--- config.mk ---
export PLATFORM = sky130hd
export DESIGN_NAME = finv_arbiter
export DESIGN_NICKNAME = d
export VERILOG_FILES = /design/src/rtl/finv_arbiter.sv
export SDC_FILE = /design/constraint.sdc
export NUM_CORES = 2
export LEC_CHECK = 0
export ABC_AREA = 1
export CORE_MARGIN = 2
export CORE_UTILIZATION = 40
export CTS_CLUSTER_SIZE = 16
export DETAILED_ROUTE_END_ITERATION = 10
export SLEW_MARGIN = 20
export SYNTH_ARGS = -nofsm -noshare
export SYNTH_HDL_FRONTEND = slang
export SYNTH_SLANG_ARGS = --single-unit
export TNS_END_PERCENT = 50
--- constraint.sdc ---
create_clock -name clk -period 102.4 [get_ports clk]
set_input_delay 15.36 -clock clk [delete_from_list [all_inputs] [get_ports clk]]
set_output_delay 15.36 -clock clk [all_outputs]
set_load 0.05 [all_outputs]
--- src/rtl/finv_arbiter.sv ---
// Two-requester arbiter sharing one pipelined single-precision reciprocal (finv) unit.
// Define FINV_ARB_RR_EN for round-robin arbitration; otherwise port 0 has fixed priority.

module finv #(
    parameter int LAT = 2
) (
    input  logic        clk,
    input  logic [31:0] src,
    output logic [31:0] dest,
    output logic        ovf,
    output logic        udf
);
    localparam logic [48:0] TWO_48 = 49'h1_0000_0000_0000;
    localparam logic [31:0] QNAN   = 32'h7FC0_0000;

    // q carries one guard bit below the 24-bit significand in q[0]
    function automatic logic [23:0] rnd_ne(input logic [24:0] q, input logic sticky);
        logic inc;
        inc = q[0] & (sticky | q[1]);
        return q[24:1] + {23'd0, inc};
    endfunction

    // Returns {ovf, udf, dest}. Denormal inputs are flushed to zero.
    function automatic logic [33:0] finv_calc(input logic [31:0] a);
        logic        s;
        logic [7:0]  e;
        logic [22:0] f;
        logic [24:0] q;
        logic [23:0] r;
        logic [23:0] mant;
        s    = a[31];
        e    = a[30:23];
        f    = a[22:0];
        q    = 25'(TWO_48 / {25'd0, 1'b1, f});
        r    = 24'(TWO_48 % {25'd0, 1'b1, f});
        mant = rnd_ne(q, r != 24'd0);
        if (e == 8'hFF)
            finv_calc = (f != 23'd0) ? {2'b00, QNAN} : {2'b00, s, 31'd0};
        else if (e == 8'd0)
            finv_calc = {2'b10, s, 8'hFF, 23'd0};
        else if (f == 23'd0)
            finv_calc = (e == 8'd254) ? {2'b01, s, 31'd0}
                                      : {2'b00, s, 8'd254 - e, 23'd0};
        else if (e >= 8'd253)
            finv_calc = {2'b01, s, 31'd0};
        else
            // exponent field is pre-decremented; the hidden bit of mant adds it back
            finv_calc = {2'b00, {s, 8'd252 - e, 23'd0} + {8'd0, mant}};
    endfunction

    logic [LAT-1:0][33:0] res_p1;

    // stage 1..LAT: reciprocal result delay line
    always_ff @(posedge clk) begin
        res_p1[0] <= finv_calc(src);
        for (int i = 1; i < LAT; i++)
            res_p1[i] <= res_p1[i-1];
    end

    assign ovf  = res_p1[LAT-1][33];
    assign udf  = res_p1[LAT-1][32];
    assign dest = res_p1[LAT-1][31:0];
endmodule

module finv_arbiter #(
    parameter int FINV_LAT = 2
) (
    input  logic        clk,
    input  logic        rstn,
    input  logic        req_valid0,
    input  logic        req_valid1,
    input  logic [31:0] req_src0,
    input  logic [31:0] req_src1,
    output logic        req_ready0,
    output logic        req_ready1,
    output logic        res_valid0,
    output logic        res_valid1,
    output logic [31:0] res_data0,
    output logic [31:0] res_data1,
    output logic        res_ovf0,
    output logic        res_udf0,
    output logic        res_ovf1,
    output logic        res_udf1,
    output logic        busy
);
    localparam int DATA_W = 32;

    logic gnt0, gnt1;

`ifdef FINV_ARB_RR_EN
    logic ptr;

    always_comb begin
        gnt0 = 1'b0;
        gnt1 = 1'b0;
        if (rstn) begin
            if (ptr) begin
                gnt1 = req_valid1;
                gnt0 = req_valid0 & ~req_valid1;
            end else begin
                gnt0 = req_valid0;
                gnt1 = req_valid1 & ~req_valid0;
            end
        end
    end

    always_ff @(posedge clk) begin
        if (!rstn)
            ptr <= 1'b0;
        else if (gnt0)
            ptr <= 1'b1;
        else if (gnt1)
            ptr <= 1'b0;
    end
`else
    always_comb begin
        gnt0 = rstn & req_valid0;
        gnt1 = rstn & req_valid1 & ~req_valid0;
    end
`endif

    assign req_ready0 = gnt0;
    assign req_ready1 = gnt1;

    logic              iss_vld_p0;
    logic [DATA_W-1:0] iss_src_p0;
    logic              iss_tag_p0;

    // stage 0: issue register feeding the finv unit
    always_ff @(posedge clk) begin
        if (!rstn)
            iss_vld_p0 <= 1'b0;
        else
            iss_vld_p0 <= gnt0 | gnt1;
    end

    always_ff @(posedge clk) begin
        if (gnt0 | gnt1) begin
            iss_src_p0 <= gnt1 ? req_src1 : req_src0;
            iss_tag_p0 <= gnt1;
        end
    end

    logic [DATA_W-1:0] fv_dest;
    logic              fv_ovf, fv_udf;

    finv #(.LAT(FINV_LAT)) u_finv (
        .clk  (clk),
        .src  (iss_src_p0),
        .dest (fv_dest),
        .ovf  (fv_ovf),
        .udf  (fv_udf)
    );

    logic [FINV_LAT-1:0] vld_p1;
    logic [FINV_LAT-1:0] tag_p1;

    // stage 1..FINV_LAT: tag/valid shadow of the finv pipeline
    always_ff @(posedge clk) begin
        if (!rstn) begin
            vld_p1 <= '0;
        end else begin
            vld_p1[0] <= iss_vld_p0;
            for (int i = 1; i < FINV_LAT; i++)
                vld_p1[i] <= vld_p1[i-1];
        end
    end

    always_ff @(posedge clk) begin
        tag_p1[0] <= iss_tag_p0;
        for (int i = 1; i < FINV_LAT; i++)
            tag_p1[i] <= tag_p1[i-1];
    end

    logic              out_vld0_p2, out_vld1_p2;
    logic [DATA_W-1:0] out_data_p2;
    logic              out_ovf_p2, out_udf_p2;

    // stage 2: result register, steered to the owning port by its tag
    always_ff @(posedge clk) begin
        if (!rstn) begin
            out_vld0_p2 <= 1'b0;
            out_vld1_p2 <= 1'b0;
        end else begin
            out_vld0_p2 <= vld_p1[FINV_LAT-1] & ~tag_p1[FINV_LAT-1];
            out_vld1_p2 <= vld_p1[FINV_LAT-1] &  tag_p1[FINV_LAT-1];
        end
    end

    always_ff @(posedge clk) begin
        if (vld_p1[FINV_LAT-1]) begin
            out_data_p2 <= fv_dest;
            out_ovf_p2  <= fv_ovf;
            out_udf_p2  <= fv_udf;
        end
    end

    logic rv0, rv1;
    assign rv0 = rstn & out_vld0_p2;
    assign rv1 = rstn & out_vld1_p2;

    assign res_valid0 = rv0;
    assign res_valid1 = rv1;
    assign res_data0  = rv0 ? out_data_p2 : '0;
    assign res_data1  = rv1 ? out_data_p2 : '0;
    assign res_ovf0   = rv0 & out_ovf_p2;
    assign res_udf0   = rv0 & out_udf_p2;
    assign res_ovf1   = rv1 & out_ovf_p2;
    assign res_udf1   = rv1 & out_udf_p2;

    assign busy = rstn & (iss_vld_p0 | (|vld_p1) | out_vld0_p2 | out_vld1_p2);
endmodule

* After elaboration in Yosys (flattened, before gate mapping)
Cells that the tools add are included.
W data, S select, Z words.
** Cells by class
- Add/subtract/negate cells :: 4
- Divide/modulo/power cells :: 2
- Magnitude comparators :: 1
- Eq/ne operators :: 2
- Mux-type cells :: 9
- Bitwise operators :: 20
- Reduce and logical (&&, ||, !) cells :: 5
** Operators with widths (count)
- $mux W32 :: 4
- $mux W34 :: 3
- $mux W33 :: 2
- $div A49 B24 Y49 const A :: 1
- $mod A49 B24 Y49 const A :: 1
- $add A32 B24 Y32 :: 1
- $add A24 B1 Y24 :: 1
- $reduce_bool A24 Y1 :: 1
- $logic_not A23 Y1 :: 1
- $reduce_bool A23 Y1 :: 1
- $eq A8 B8 Y1 const B :: 2
- $sub A8 B8 Y8 const A :: 2
- $and A1 B1 Y1 :: 13
- $ge A8 B8 Y1 const B :: 1
- $logic_not A8 Y1 :: 1
- $or A1 B1 Y1 :: 5
- $not A1 Y1 :: 2
- $reduce_or A2 Y1 :: 1
** Word-level totals
- Bits in registers :: 142
- Input port bits :: 68
- Output and inout port bits :: 73

* Longest topological paths before layout
- Depth in word-level cells :: 10
- Depth in mapped cells :: 655

* Hierarchy
Synthesis repeated with hierarchy kept, for this count alone.
** Second synthesis, totals
- Cell total of the unflattened synthesis :: 9563
- Area, all modules :: 57244.9 sq um
** By module, submodules not included
- finv :: times used 1, cells an instance 9253, area each 54115.7 sq um, seq. area each 1361.3 sq um
- finv_arbiter :: times used 1, cells an instance 310, area each 3129.3 sq um, seq. area each 2152.1 sq um

* Worst setup path after synthesis
No wires, ideal clock.
- Kind :: flip-flop to flip-flop
- Start :: register iss_src_p0[0]
- End :: register u_finv.res_p1[29] (netlist name)
- Arrival :: 85775 ps
- Required time :: 102284 ps
- Path slack :: 16509 ps
- Cell stages (with the launch flop) :: 636
- Path buffers :: 96
- Period minus slack after synthesis :: 85891 ps
- Cell sequence :: edfxtp_1 > buf_4 > inv_4 > buf_4 > clkbuf_1 > clkbuf_1 > clkbuf_1 > ha_1 > inv_2 > nor2_1 > inv_2 > nand2_2 > buf_2 > inv_1 > ha_1 > nand2_1 > nor2_2 > nand2_1 > [... 600 more ...] > nand3_1 > nand2_1 > nor2_1 > nand3_2 > nand4_2 > nor2_4 > nand3_1 > nand2_1 > nand2_1 > ha_1 > ha_1 > inv_1 > nor4_1 > nand2_1 > xor2_1 > o21ai_0 > o21ai_0 > inv_1
** On the way
- Cells in the longest elaborated chain, start to end :: 10
- Elaborated cells between the ends (all ways) :: 14
** RTL lines
- from (decl) :: RTL line 126 : logic [DATA_W-1:0] iss_src_p0;
- from (signal assigned) :: RTL line 139 : iss_src_p0 <= gnt1 ? req_src1 : req_src0;
- $mod A49 B24 Y49 :: RTL line 35 : r = 24'(TWO_48 % {25'd0, 1'b1, f});
- $reduce_bool A24 Y1 :: RTL line 36 : mant = rnd_ne(q, r != 24'd0);
- $or A1 B1 Y1 :: RTL line 19 : inc = q[0] & (sticky | q[1]);
- $and A1 B1 Y1 :: RTL line 19
- $add A24 B1 Y24 :: RTL line 20 : return q[24:1] + {23'd0, inc};
- $add A32 B24 Y32 :: RTL line 48 : finv_calc = {2'b00, {s, 8'd252 - e, 23'd0} + {8'd0, mant}};
- $mux W33 :: RTL line 44 : else if (e >= 8'd253)
- $mux W34 :: RTL line 41 : else if (f == 23'd0)
- $mux W34 :: RTL line 39 : else if (e == 8'd0)
- $mux W34 (*) :: RTL line 37 : if (e == 8'hFF)
- to (signal, indexed assignment) :: RTL line 57 : res_p1[i] <= res_p1[i-1];
- to (decl) :: RTL line 51 : logic [LAT-1:0][33:0] res_p1;
Every way passes the cells marked *; elsewhere a longest branch is shown, timed or not.
A chain may end at the register's enable or synchronous reset.

* Final worst setup path
- Start :: register iss_src_p0[1]
- End :: register u_finv.res_p1[18] (netlist name)
** On the way
- Cells in the longest elaborated chain, start to end :: 10
- Elaborated cells between the ends (all ways) :: 12
** RTL lines (RTL line)
- $mod A49 B24 Y49 :: 35
- $reduce_bool A24 Y1 :: 36
- $or A1 B1 Y1 :: 19
- $and A1 B1 Y1 :: 19
- $add A24 B1 Y24 :: 20
- $add A32 B24 Y32 :: 48
- $mux W33 :: 44
- $mux W34 (*) :: 41
- $mux W34 (*) :: 39
- $mux W34 (*) :: 37
Marked as above.

==> impl_metrics.py <==
metrics = {
    "route": {
        "first_iter_violations": 4896,
        "vias": 62546,
        "wl_per_cell_um": 18.4,
        "drt-total-wl_um": 212000,
        "ant_nets": 0,
        "viasPerCell": 5.43,
        "drtPass1Iterations": 6,
        "remaining_drc_errors": 0,
    },
    "job": {
        "maxCapViolations": 0,
    },
    "setup_path": {
        "arrival_ps": 92600,
        "crit_type": "reg -> reg",
        "cp_max_fo": 71,
        "critPathLaunchType": "flip-flop",
        "cp-end-kind": "flip-flop",
        "reg2reg_slack_ps": 10190,
        "crit_required_ps": 102790,
        "critPathMaxStageDelay_ps": 580,
        "crit_top_cell": "nand2_1",
        "cp_slowest_cell": "o311ai_1",
    },
    "timing": {
        "setup_viol": 0,
        "finClkSkew_ps": 14.8,
        "fin_crit_sh_pct": 90.1,
        "slew_headroom_pct": 30.2,
        "hold_viol_final": 0,
        "max_freq_ghz": 0.0108,
        "rsz0062_at_grt": "false",
        "holdWs_ps": 328,
        "worstMarginPinSlew_ps": 1020,
        "slew_violations": 0,
        "tns_ps": 0,
        "min_period_ps": 92210,
    },
    "status": {
        "outcome": "completed",
    },
    "global_route": {
        "first_global_vias": 58218,
        "grt_pass1_wl_um": 322000,
        "gr-total-overflow": 0,
        "grt_use_total_pct": 27.8,
        "antenna_found_initial": 2,
        "grt_max_degree": 72,
    },
    "cts": {
        "clkTransAtPathRegs_ps": 70,
        "root_buffer": "clkbuf_16",
        "clk_path_buf_depth": 2,
        "clock_latency_ps": 510,
        "cts_tree": "done",
        "cts_buffers": 17,
        "htree_num_levels": 4,
        "cts_sinks": 142,
    },
    "placement": {
        "hpwl_um": 171000,
        "port_buffers": 140,
        "gp_congestion": 1.02,
    },
    "hold_path": {
        "worstHoldPathType": "reg -> reg",
    },
    "die": {
        "ioPinCount": 141,
        "die_x_um": 380,
        "initial_core_util_pct": 40.4,
        "die-area_um2": 144000,
        "dieHeight_um": 380,
        "rows": 137,
        "core-area_um2": 140000,
    },
    "yosys": {
        "syn_area_um2": 56500,
        "synth_area_per_cell_um2": 5.88,
        "synth_ff_type": "dfxtp_1",
        "ys_async_sr_fraction_pct": 0,
        "synth_warnings": 0,
        "synth-edff-count": 67,
        "ys_seq_elements": 142,
        "synth_cell_types": 94,
        "synth_cells": 9606,
        "seq_area_frac_synth_pct": 6.22,
    },
    "finish": {
        "layout_commonest_cell": "nand2_1",
        "layout.nets": 10263,
        "syn_to_final_growth_pct": 5.72,
        "drive_above_1_share_pct": 10.2,
        "layout_common_cells": "nand2_1, inv_1, nor2_1",
        "final_util_pct": 42.7,
    },
}
-- routing by layer --
layer,track usage [%],wire length (um)
met5,0,0
met4,10.4,8340
met3,2.85,12300
met2,47.9,98000
met1,35.7,92900
-- cell families (layout without fill, tap and decap cells) --
| family | count (synthesis) | count (layout) | synth area share, % |
|---|---|---|---|
| XOR/XNOR | 629 | 629 | 9.81 |
| AO/OA/AOI/OAI | 1675 | 1675 | 16.1 |
| AND/OR/NAND/NOR | 5087 | 5092 | 43.4 |
| flip-flops | 142 | 142 | 6.22 |
| buffers and inverters | 1512 | 1539 | 12.0 |
| adder cells (fa/ha/maj) | 560 | 560 | 12.4 |
| other | 1 | 12 | 0.00664 |
-- registers in the layout (all words and copies together) (netlist names), 2 cells and up --
register and cells:
u_finv.res_p1 34, out_data_p2 32, tag_p1 2, vld_p1 2, iss_src_p0 32, u_finv.dest 32
-- stage by stage --
stage / area (um^2) / setup WS [ps] / std cells
global route: 59700 / 127 / 11524
global placement: 58900 / 8700 / 11475
floorplan: 56500 / 16510 / 9616
detailed placement: 58900 / 6640 / 11475
finish: 59700 / 10190 / 11525
CTS: 59500 / 6320 / 11507
-- final cells by class --
type	count	area [um^2]
well taps	1876	2350
inverters	1313	5160
clock inverters	15	173
diodes	1	2.50
multi-input cells	7967	46300
clock buffers	17	425
repair inverters	7	40.0
flip-flops and latches	142	3510
fillers	15359	80200
repair buffers	187	1750
-- cells in the mapped netlist, drive strengths merged, types with 4 or more instances --
cell / instances / area share (%)
a211oi: 17 / 0.23
a21boi: 8 / 0.11
a21o: 30 / 0.40
a21oi: 688 / 6.1
a221o: 4 / 0.071
a221oi: 5 / 0.078
a31oi: 36 / 0.41
and2: 8 / 0.091
and3: 7 / 0.080
buf: 79 / 1.8
bufinv: 7 / 0.22
clkbuf: 119 / 1.2
clkinv: 47 / 0.41
dfxtp: 75 / 2.7
edfxtp: 67 / 3.6
ha: 560 / 12
inv: 1256 / 8.4
nand2: 2806 / 21
nand3: 697 / 7.8
nand3b: 45 / 0.63
nand4: 267 / 3.2
nor2: 1046 / 8.3
nor3: 105 / 0.99
nor3b: 8 / 0.12
nor4: 27 / 0.30
o211ai: 27 / 0.36
o21a: 13 / 0.17
o21ai: 755 / 6.9
o21bai: 47 / 0.63
o221ai: 4 / 0.062
o311ai: 4 / 0.062
o31ai: 18 / 0.24
or2: 66 / 0.73
xnor2: 256 / 4.0
xor2: 373 / 5.8
-- worst max-delay path: cells and delay by family, from the launching register on --
family | cells | cell delay (ps)
compound gates | 199 | 38380
simple gates | 239 | 31020
buf+inv | 79 | 12200
flops | 1 | 380
xor+xnor | 1 | 120
fa+ha+maj | 27 | 9500
-- path summary, 6_finish.rpt --
kind	startpoint	endpoint	depth (start not counted)
worst min-delay path	u_finv.res_p1[12]	u_finv.dest[12]	0
worst max-delay path	iss_src_p0[1]	u_finv.res_p1[18]	545
worst min register to register	u_finv.res_p1[12]	u_finv.dest[12]	0
worst max register to register	iss_src_p0[1]	u_finv.res_p1[18]	545
-- what timing repair did --
item,4_1_cts,5_1_grt
hold buffers,0,0
setup endpoints to repair,0,32
resized for setup,0,19
buffers inserted,0,5
Power is left out: the tool's default activity adds up to more than one toggle a clock period on the data nets, which glitch-free logic cannot reach.
